$ cat src/rtl/pipeline_sequencer_pkg.sv
// Shared types and control-word constants for the pipeline sequencer.
// Each stage-control word carries the PC enable plus per-stage enables and flushes.
package pipeline_sequencer_pkg;

  typedef enum logic [1:0] {
    RUN    = 2'd0,
    DWAIT  = 2'd1,
    DDONE  = 2'd2,
    HALTED = 2'd3
  } pipe_seq_state_t;

  // Vector bit positions for the four pipeline registers
  localparam int unsigned STG_IF_ID  = 3;
  localparam int unsigned STG_ID_EX  = 2;
  localparam int unsigned STG_EX_MEM = 1;
  localparam int unsigned STG_MEM_WB = 0;

  typedef struct packed {
    logic       pc_en;
    logic [3:0] en;
    logic [3:0] fl;
  } stage_ctl_t;

  localparam stage_ctl_t CTL_FROZEN   = '{pc_en: 1'b0, en: 4'b0000, fl: 4'b0000};
  localparam stage_ctl_t CTL_RESET    = '{pc_en: 1'b0, en: 4'b0000, fl: 4'b1111};
  localparam stage_ctl_t CTL_ADVANCE  = '{pc_en: 1'b1, en: 4'b1111, fl: 4'b0000};
  // Load-use bubble: hold PC and IF/ID, squash ID/EX, let the back end drain
  localparam stage_ctl_t CTL_LOAD_USE = '{pc_en: 1'b0, en: 4'b0111, fl: 4'b0100};
  localparam stage_ctl_t CTL_REDIRECT = '{pc_en: 1'b1, en: 4'b1111, fl: 4'b1100};
  localparam stage_ctl_t CTL_HALT     = '{pc_en: 1'b0, en: 4'b1111, fl: 4'b1110};

endpackage

$ cat src/rtl/pipeline_sequencer_if.sv
// Bundle between the pipeline sequencer (master) and the datapath/memory side (slave).
interface pipeline_sequencer_if #(
  parameter int CNT_W = 32
) ();

  logic             ihit;
  logic             dhit;
  logic             dREN_EX_MEM;
  logic             dWEN_EX_MEM;
  logic             halt_EX_MEM;
  logic             dREN_ID_EX;
  logic [4:0]       Rt_ID_EX;
  logic [4:0]       Rs_IF_ID;
  logic [4:0]       Rt_IF_ID;
  logic             redirect_EX;

  logic             pc_en;
  logic             enable_IF_ID;
  logic             enable_ID_EX;
  logic             enable_EX_MEM;
  logic             enable_MEM_WB;
  logic             flush_IF_ID;
  logic             flush_ID_EX;
  logic             flush_EX_MEM;
  logic             flush_MEM_WB;
  logic             imemREN;
  logic             dmemREN;
  logic             dmemWEN;
  logic             halt;
  logic [CNT_W-1:0] stall_count;
  logic [CNT_W-1:0] squash_count;

  modport master (
    input  ihit, dhit, dREN_EX_MEM, dWEN_EX_MEM, halt_EX_MEM,
           dREN_ID_EX, Rt_ID_EX, Rs_IF_ID, Rt_IF_ID, redirect_EX,
    output pc_en, enable_IF_ID, enable_ID_EX, enable_EX_MEM, enable_MEM_WB,
           flush_IF_ID, flush_ID_EX, flush_EX_MEM, flush_MEM_WB,
           imemREN, dmemREN, dmemWEN, halt, stall_count, squash_count
  );

  modport slave (
    output ihit, dhit, dREN_EX_MEM, dWEN_EX_MEM, halt_EX_MEM,
           dREN_ID_EX, Rt_ID_EX, Rs_IF_ID, Rt_IF_ID, redirect_EX,
    input  pc_en, enable_IF_ID, enable_ID_EX, enable_EX_MEM, enable_MEM_WB,
           flush_IF_ID, flush_ID_EX, flush_EX_MEM, flush_MEM_WB,
           imemREN, dmemREN, dmemWEN, halt, stall_count, squash_count
  );

endinterface

$ cat src/rtl/pipeline_sequencer_hazard_detect.sv
// Load-use detector: a load in EX whose destination feeds the instruction in ID.
// Register $0 is never a real dependency.
module pipeline_sequencer_hazard_detect
  import pipeline_sequencer_pkg::*;
#(
  parameter bit LOAD_USE_EN = 1'b1
) (
  input  logic       dren_ex_i,
  input  logic [4:0] rt_ex_i,
  input  logic [4:0] rs_id_i,
  input  logic [4:0] rt_id_i,
  output logic       hazard_o
);

  logic dst_live;
  logic src_match;

  assign dst_live  = (rt_ex_i != 5'd0);
  assign src_match = (rt_ex_i == rs_id_i) || (rt_ex_i == rt_id_i);
  assign hazard_o  = LOAD_USE_EN && dren_ex_i && dst_live && src_match;

endmodule

$ cat src/rtl/pipeline_sequencer.sv
// Central sequencer for the 5-stage pipeline: stage enables/flushes, memory request
// gating, halt freeze and saturating stall/squash counters.
module pipeline_sequencer
  import pipeline_sequencer_pkg::*;
#(
  parameter int CNT_W       = 32,
  parameter bit LOAD_USE_EN = 1'b1
) (
  input  logic                 CLK,
  input  logic                 RST,
  pipeline_sequencer_if.master bus
);

  localparam logic [CNT_W-1:0] CNT_ONE = {{(CNT_W-1){1'b0}}, 1'b1};
  localparam logic [CNT_W-1:0] CNT_MAX = {CNT_W{1'b1}};

  pipe_seq_state_t  state_q;
  logic             halt_q;
  logic [CNT_W-1:0] stall_q;
  logic [CNT_W-1:0] squash_q;

  logic       dreq;
  logic       dsat;
  logic       advance;
  logic       load_use;
  logic       gate_open;
  stage_ctl_t ctl;
  logic       dmem_ren;
  logic       dmem_wen;

  assign dreq      = bus.dREN_EX_MEM | bus.dWEN_EX_MEM;
  assign dsat      = bus.dhit | (state_q == DDONE);
  assign advance   = bus.ihit & (~dreq | dsat) & (state_q != HALTED) & ~RST;
  // A data access already satisfied in DDONE must not be re-issued to memory
  assign gate_open = (state_q != DDONE) && (state_q != HALTED);

  pipeline_sequencer_hazard_detect #(
    .LOAD_USE_EN (LOAD_USE_EN)
  ) u_hazard (
    .dren_ex_i (bus.dREN_ID_EX),
    .rt_ex_i   (bus.Rt_ID_EX),
    .rs_id_i   (bus.Rs_IF_ID),
    .rt_id_i   (bus.Rt_IF_ID),
    .hazard_o  (load_use)
  );

  always_ff @(posedge CLK) begin
    if (RST) begin
      state_q  <= RUN;
      halt_q   <= 1'b0;
      stall_q  <= '0;
      squash_q <= '0;
    end else begin
      if (advance && bus.halt_EX_MEM) begin
        state_q <= HALTED;
        halt_q  <= 1'b1;
      end else begin
        case (state_q)
          RUN: begin
            if (dreq && !bus.dhit) begin
              state_q <= DWAIT;
            end else if (dreq && bus.dhit && !bus.ihit) begin
              state_q <= DDONE;
            end else begin
              state_q <= RUN;
            end
          end
          DWAIT: begin
            if (bus.dhit && bus.ihit) begin
              state_q <= RUN;
            end else if (bus.dhit) begin
              state_q <= DDONE;
            end else begin
              state_q <= DWAIT;
            end
          end
          DDONE: begin
            if (bus.ihit) begin
              state_q <= RUN;
            end else begin
              state_q <= DDONE;
            end
          end
          HALTED:  state_q <= HALTED;
          default: state_q <= RUN;
        endcase
      end
      if (!advance && (state_q != HALTED) && (stall_q != CNT_MAX)) begin
        stall_q <= stall_q + CNT_ONE;
      end
      if (advance && bus.redirect_EX && (squash_q != CNT_MAX)) begin
        squash_q <= squash_q + CNT_ONE;
      end
    end
  end

  // Priority on advance: halt over redirect over load-use bubble
  always_comb begin
    ctl      = CTL_FROZEN;
    dmem_ren = 1'b0;
    dmem_wen = 1'b0;
    if (RST) begin
      ctl = CTL_RESET;
    end else if (advance) begin
      if (bus.halt_EX_MEM) begin
        ctl = CTL_HALT;
      end else if (bus.redirect_EX) begin
        ctl = CTL_REDIRECT;
      end else if (load_use) begin
        ctl = CTL_LOAD_USE;
      end else begin
        ctl = CTL_ADVANCE;
      end
    end else begin
      ctl = CTL_FROZEN;
    end
    if (!RST && gate_open) begin
      dmem_ren = bus.dREN_EX_MEM;
      dmem_wen = bus.dWEN_EX_MEM;
    end else begin
      dmem_ren = 1'b0;
      dmem_wen = 1'b0;
    end
  end

  assign bus.pc_en         = ctl.pc_en;
  assign bus.enable_IF_ID  = ctl.en[STG_IF_ID];
  assign bus.enable_ID_EX  = ctl.en[STG_ID_EX];
  assign bus.enable_EX_MEM = ctl.en[STG_EX_MEM];
  assign bus.enable_MEM_WB = ctl.en[STG_MEM_WB];
  assign bus.flush_IF_ID   = ctl.fl[STG_IF_ID];
  assign bus.flush_ID_EX   = ctl.fl[STG_ID_EX];
  assign bus.flush_EX_MEM  = ctl.fl[STG_EX_MEM];
  assign bus.flush_MEM_WB  = ctl.fl[STG_MEM_WB];
  assign bus.imemREN       = (state_q != HALTED);
  assign bus.dmemREN       = dmem_ren;
  assign bus.dmemWEN       = dmem_wen;
  assign bus.halt          = halt_q;
  assign bus.stall_count   = stall_q;
  assign bus.squash_count  = squash_q;

endmodule

$ cat src/flat_wrapper.sv
// flat-port wrapper written by rule: the top's interface ports become plain ports
module pipeline_sequencer_flat import pipeline_sequencer_pkg::*;
#(
  parameter int CNT_W       = 32,
  parameter bit LOAD_USE_EN = 1'b1
)
  (CLK, RST, bus_ihit, bus_dhit, bus_dREN_EX_MEM, bus_dWEN_EX_MEM, bus_halt_EX_MEM, bus_dREN_ID_EX, bus_Rt_ID_EX, bus_Rs_IF_ID, bus_Rt_IF_ID, bus_redirect_EX, bus_pc_en, bus_enable_IF_ID, bus_enable_ID_EX, bus_enable_EX_MEM, bus_enable_MEM_WB, bus_flush_IF_ID, bus_flush_ID_EX, bus_flush_EX_MEM, bus_flush_MEM_WB, bus_imemREN, bus_dmemREN, bus_dmemWEN, bus_halt, bus_stall_count, bus_squash_count);
  pipeline_sequencer_if #(.CNT_W(CNT_W)) bus_i ();
  input  logic CLK;
  input  logic RST;
  input wire logic [$bits(bus_i.ihit)-1:0] bus_ihit;
  input wire logic [$bits(bus_i.dhit)-1:0] bus_dhit;
  input wire logic [$bits(bus_i.dREN_EX_MEM)-1:0] bus_dREN_EX_MEM;
  input wire logic [$bits(bus_i.dWEN_EX_MEM)-1:0] bus_dWEN_EX_MEM;
  input wire logic [$bits(bus_i.halt_EX_MEM)-1:0] bus_halt_EX_MEM;
  input wire logic [$bits(bus_i.dREN_ID_EX)-1:0] bus_dREN_ID_EX;
  input wire logic [$bits(bus_i.Rt_ID_EX)-1:0] bus_Rt_ID_EX;
  input wire logic [$bits(bus_i.Rs_IF_ID)-1:0] bus_Rs_IF_ID;
  input wire logic [$bits(bus_i.Rt_IF_ID)-1:0] bus_Rt_IF_ID;
  input wire logic [$bits(bus_i.redirect_EX)-1:0] bus_redirect_EX;
  output wire logic [$bits(bus_i.pc_en)-1:0] bus_pc_en;
  output wire logic [$bits(bus_i.enable_IF_ID)-1:0] bus_enable_IF_ID;
  output wire logic [$bits(bus_i.enable_ID_EX)-1:0] bus_enable_ID_EX;
  output wire logic [$bits(bus_i.enable_EX_MEM)-1:0] bus_enable_EX_MEM;
  output wire logic [$bits(bus_i.enable_MEM_WB)-1:0] bus_enable_MEM_WB;
  output wire logic [$bits(bus_i.flush_IF_ID)-1:0] bus_flush_IF_ID;
  output wire logic [$bits(bus_i.flush_ID_EX)-1:0] bus_flush_ID_EX;
  output wire logic [$bits(bus_i.flush_EX_MEM)-1:0] bus_flush_EX_MEM;
  output wire logic [$bits(bus_i.flush_MEM_WB)-1:0] bus_flush_MEM_WB;
  output wire logic [$bits(bus_i.imemREN)-1:0] bus_imemREN;
  output wire logic [$bits(bus_i.dmemREN)-1:0] bus_dmemREN;
  output wire logic [$bits(bus_i.dmemWEN)-1:0] bus_dmemWEN;
  output wire logic [$bits(bus_i.halt)-1:0] bus_halt;
  output wire logic [$bits(bus_i.stall_count)-1:0] bus_stall_count;
  output wire logic [$bits(bus_i.squash_count)-1:0] bus_squash_count;
  assign bus_i.ihit = bus_ihit;
  assign bus_i.dhit = bus_dhit;
  assign bus_i.dREN_EX_MEM = bus_dREN_EX_MEM;
  assign bus_i.dWEN_EX_MEM = bus_dWEN_EX_MEM;
  assign bus_i.halt_EX_MEM = bus_halt_EX_MEM;
  assign bus_i.dREN_ID_EX = bus_dREN_ID_EX;
  assign bus_i.Rt_ID_EX = bus_Rt_ID_EX;
  assign bus_i.Rs_IF_ID = bus_Rs_IF_ID;
  assign bus_i.Rt_IF_ID = bus_Rt_IF_ID;
  assign bus_i.redirect_EX = bus_redirect_EX;
  assign bus_pc_en = bus_i.pc_en;
  assign bus_enable_IF_ID = bus_i.enable_IF_ID;
  assign bus_enable_ID_EX = bus_i.enable_ID_EX;
  assign bus_enable_EX_MEM = bus_i.enable_EX_MEM;
  assign bus_enable_MEM_WB = bus_i.enable_MEM_WB;
  assign bus_flush_IF_ID = bus_i.flush_IF_ID;
  assign bus_flush_ID_EX = bus_i.flush_ID_EX;
  assign bus_flush_EX_MEM = bus_i.flush_EX_MEM;
  assign bus_flush_MEM_WB = bus_i.flush_MEM_WB;
  assign bus_imemREN = bus_i.imemREN;
  assign bus_dmemREN = bus_i.dmemREN;
  assign bus_dmemWEN = bus_i.dmemWEN;
  assign bus_halt = bus_i.halt;
  assign bus_stall_count = bus_i.stall_count;
  assign bus_squash_count = bus_i.squash_count;
  pipeline_sequencer #(.CNT_W(CNT_W), .LOAD_USE_EN(LOAD_USE_EN)) u_core (.CLK(CLK), .RST(RST), .bus(bus_i));
endmodule
$ cat config.mk
export PLATFORM = sky130hd
export DESIGN_NAME = pipeline_sequencer_flat
export DESIGN_NICKNAME = d
export VERILOG_FILES = /design/src/rtl/pipeline_sequencer_pkg.sv /design/src/rtl/pipeline_sequencer_if.sv /design/src/rtl/pipeline_sequencer_hazard_detect.sv /design/src/rtl/pipeline_sequencer.sv /design/src/flat_wrapper.sv
export SDC_FILE = /design/constraint.sdc
export NUM_CORES = 1
export LEC_CHECK = 0
export CAP_MARGIN = 10
export CORE_ASPECT_RATIO = 1.4
export CORE_UTILIZATION = 41
export CTS_CLUSTER_DIAMETER = 60
export DETAILED_ROUTE_END_ITERATION = 6
export PLACE_DENSITY = 0.76
export SYNTH_ARGS = -nofsm -noshare
export SYNTH_HDL_FRONTEND = slang
export SYNTH_SLANG_ARGS = --single-unit
$ cat constraint.sdc
create_clock -name CLK -period 2.75 [get_ports CLK]
set_input_delay 0.275 -clock CLK [delete_from_list [all_inputs] [get_ports CLK]]
set_output_delay 0.275 -clock CLK [all_outputs]
set_load 0.03 [all_outputs]
==> metrics <==
outcome finished clean; final number of max-transition violations 0; CTS Buf Count 9; die height 113.9 um; FF-to-FF path depth 6; via count 3,833; Flop pwr share between 40% and 50%; Top Metal Used met4; IO Pins 101; Root Driver clkbuf_16; Syn-to-layout area delta 38.50%; HP Start u_core.bus.halt; Top delay family on crit path buffers and inverters; Synth area leader dfxtp_1; Worst IR Drop VDD 0.4459 mV; initial antenna violation count 0; #FFs+latches synth 67; Clock Power Share 48.6%; Comb pwr share 9.0%; met3 routed WL 455 um; Pwr Total 2.345 mW; ys async rst share 0%; Max clock buf depth 2; final setup TNS 0 ns; first-pass GRT wire length roughly 16 mm; CP peak stage delay 0.71 ns; Nets 568; largest net degree at the start of global routing 40; core box area 8608 um^2; post-DP HPWL approximately 7 mm; commonest non-fill, non-tap cell in the layout clkdlybuf4s50_1; CP max FO 6; slew margin rel. 67.64%; grt ovf 0; hold-fix buffers at CTS 0; Post-Syn Area per Cell 8.332 um^2; routed wl met2 5.106 mm; largest cells by area after synthesis dfxtp_1 37%, a21oi_1 6.6%, o31ai_1 5.1%; drc violations 0; FILL cells 776; WHS Endpoint u_core.bus.halt; I/O Buffers 100; # H-tree levels 3; R2R Path Start u_core.bus.squash_count[0]; Setup Buffers After CTS 0; number of synthesized flops with an enable pin 0; commonest cells after routing, fill and taps aside 94 x clkdlybuf4s50_1, 67 x dfxtp_1, 48 x a21oi_1; worst path cell trace clkdlybuf4s50_1 > nor2b_1 > o211ai_1 > inv_1 > clkdlybuf4s50_1; Worst-Skew Late Latency approximately 0.33 ns; Die Footprint 9329 um^2; vias in the first global route 3,628; initial core utilization around 43%; Gate Count Post-Synth 440; RSZ-0062 raised after global routing no; Worst path slowest cell clkdlybuf4s50_1; drt via density 5.888; worst reg2reg endpoint u_core.bus.squash_count[28]; P_leak 1.617 nW; Switch Pwr 0.5258 mW; hold path depth 2; share of layout cells above drive strength 1 10.07%; clk sink count 67; Final Util 58.98%; post-synthesis cell type count 53; post-route ant nets 0; Setup crit end kind output pin; post-synth top area share around 37%; fin crit period 2.633 ns; met1 wire length 3.815 mm; final hold vios 0; flop2flop setup slack ~0.38 ns; DP Area 4781 um^2; power per cell area around 460 nW/um^2; CP most frequent cell clkdlybuf4s50_1; startpoint type of the worst setup path input pin; Critical Path RT approximately 2.5 ns; Sw Ratio 22.42%; DRT iter0 DRCs 154; slew at the pin closest to its max-slew limit 0.4818 ns; CTS tree done; row count 40; CP Class input pin to output pin; synth warn 0; routability congestion estimate ~0.87; fmax 379.7 MHz; final wirelength roughly 9.5 mm; worst hold margin 0.4845 ns; Critical path buffers and inverters 3; critical path startpoint bus_ihit; Final setup violation count 0; clock skew 0.006422 ns; Worst Path Arrival 2.36 ns; worst hold path class flip-flop to flip-flop; final instance area 5077 um^2; Chip Width around 80 um; max cap viols 0; Total GRT Usage 21.95%; mapped cell area ~3700 um^2; Reg clk slew, reported paths 0.05 ns; Antenna Cells 0; drt first pass iters 4; Power Internal between 1.5 and 2 mW; sequential fraction of the synthesis area 36.59%; syn_nets 466; Most used DFF post-synth dfxtp_1; period utilization 95.76%; DR WL/cell between 10 and 15 um
per-stage QoR:
stage          setup slack, ns  cells
4_1_cts                0.07756    651
3_5_place_dp          0.001225    636
5_1_grt               0.007271    651
6_report                0.1166    651
3_3_place_gp           0.07667    636
2_1_floorplan           0.4056    440
power by group through the flow:
| stage | clock [mW] | sequential [mW] | combinational [mW] |
|---|---|---|---|
| after global routing | 1.20 | 0.995 | 0.229 |
| after floorplan | 0 | 1.03 | 0.104 |
| after detailed placement | 0 | 1.01 | 0.214 |
| final | 1.14 | 0.994 | 0.211 |
| after global placement | 0 | 1.01 | 0.208 |
| after CTS | 1.16 | 0.994 | 0.214 |
cell type report:
cell class	count	area, um^2	area share (%)
multi-input combinational	334	2146	42.26
timing repair buffer	113	1100	21.66
clock inverter	2	35.03	0.6900
clock buffer	13	260.3	5.126
tap	105	131.4	2.587
sequential	67	1341	26.42
inverter	17	63.81	1.257
worst max path at each step:
stage                                        to  slack (ns)  cells after the start
global route                  bus_enable_EX_MEM       0.007                      5
finish                        bus_enable_EX_MEM        0.12                      5
CTS                            bus_enable_IF_ID        0.08                      6
floorplan           u_core.bus.squash_count[30]        0.41                      7
detailed placement              bus_flush_ID_EX       0.001                      6
global placement                bus_flush_ID_EX        0.08                      6
synthesized netlist by cell type (2+ instances only):
master,n
nor2b_1,7
nor3b_1,2
a21oi_1,48
nor2_1,27
clkbuf_1,14
o21ai_0,20
a31o_2,3
buf_4,4
or3_1,21
mux2_2,7
nand3_1,27
buf_2,2
nand2_1,27
buf_6,2
or2_2,2
ha_1,2
inv_1,17
o31ai_1,25
or4_1,22
nor4_1,8
and3_1,6
nand4_2,2
o41ai_1,2
o211ai_1,5
dfxtp_1,67
xnor2_1,7
xor2_1,9
a211oi_1,5
nand4_1,18
nor3_1,9
registers in the layout, indices dropped and copies added (netlist names):
name	count
u_core.bus.halt	1
u_core.bus.squash_count	32
u_core.state_q	2
u_core.bus.stall_count	32
routing by layer:
metal  track usage [%]  vias to the layer above
li1                  -                     1883
met1             24.47                     1840
met2             38.90                       97
met3             5.760                       13
met4             8.070                        0
met5                 0                        -
cells by family after synthesis:
kind of cell / after synthesis / share of synthesized area, %
mux: 8 / 2.423
buf+inv: 39 / 4.881
flops: 67 / 36.59
simple gates: 186 / 29.25
xor+xnor: 16 / 3.823
compound gates: 122 / 22.36
fa+ha+maj: 2 / 0.6825
timing repair:
item,4_1_cts,5_1_grt
endpoints found under the hold margin,0,0
setup endpoints to repair,1,1
pin swaps,0,0
gates resized for setup,1,1
worst reg2reg max path: cells and delay by family, from the launching register on:
family                   cells  cell delay (ns)
flip-flops                   1             0.43
AND/OR/NAND/NOR              2             0.84
buffers and inverters        1             0.11
adder cells (fa/ha/maj)      1             0.22
AO/OA/AOI/OAI                2             0.71
No activity file was read; power rests on OpenSTA's default activity.
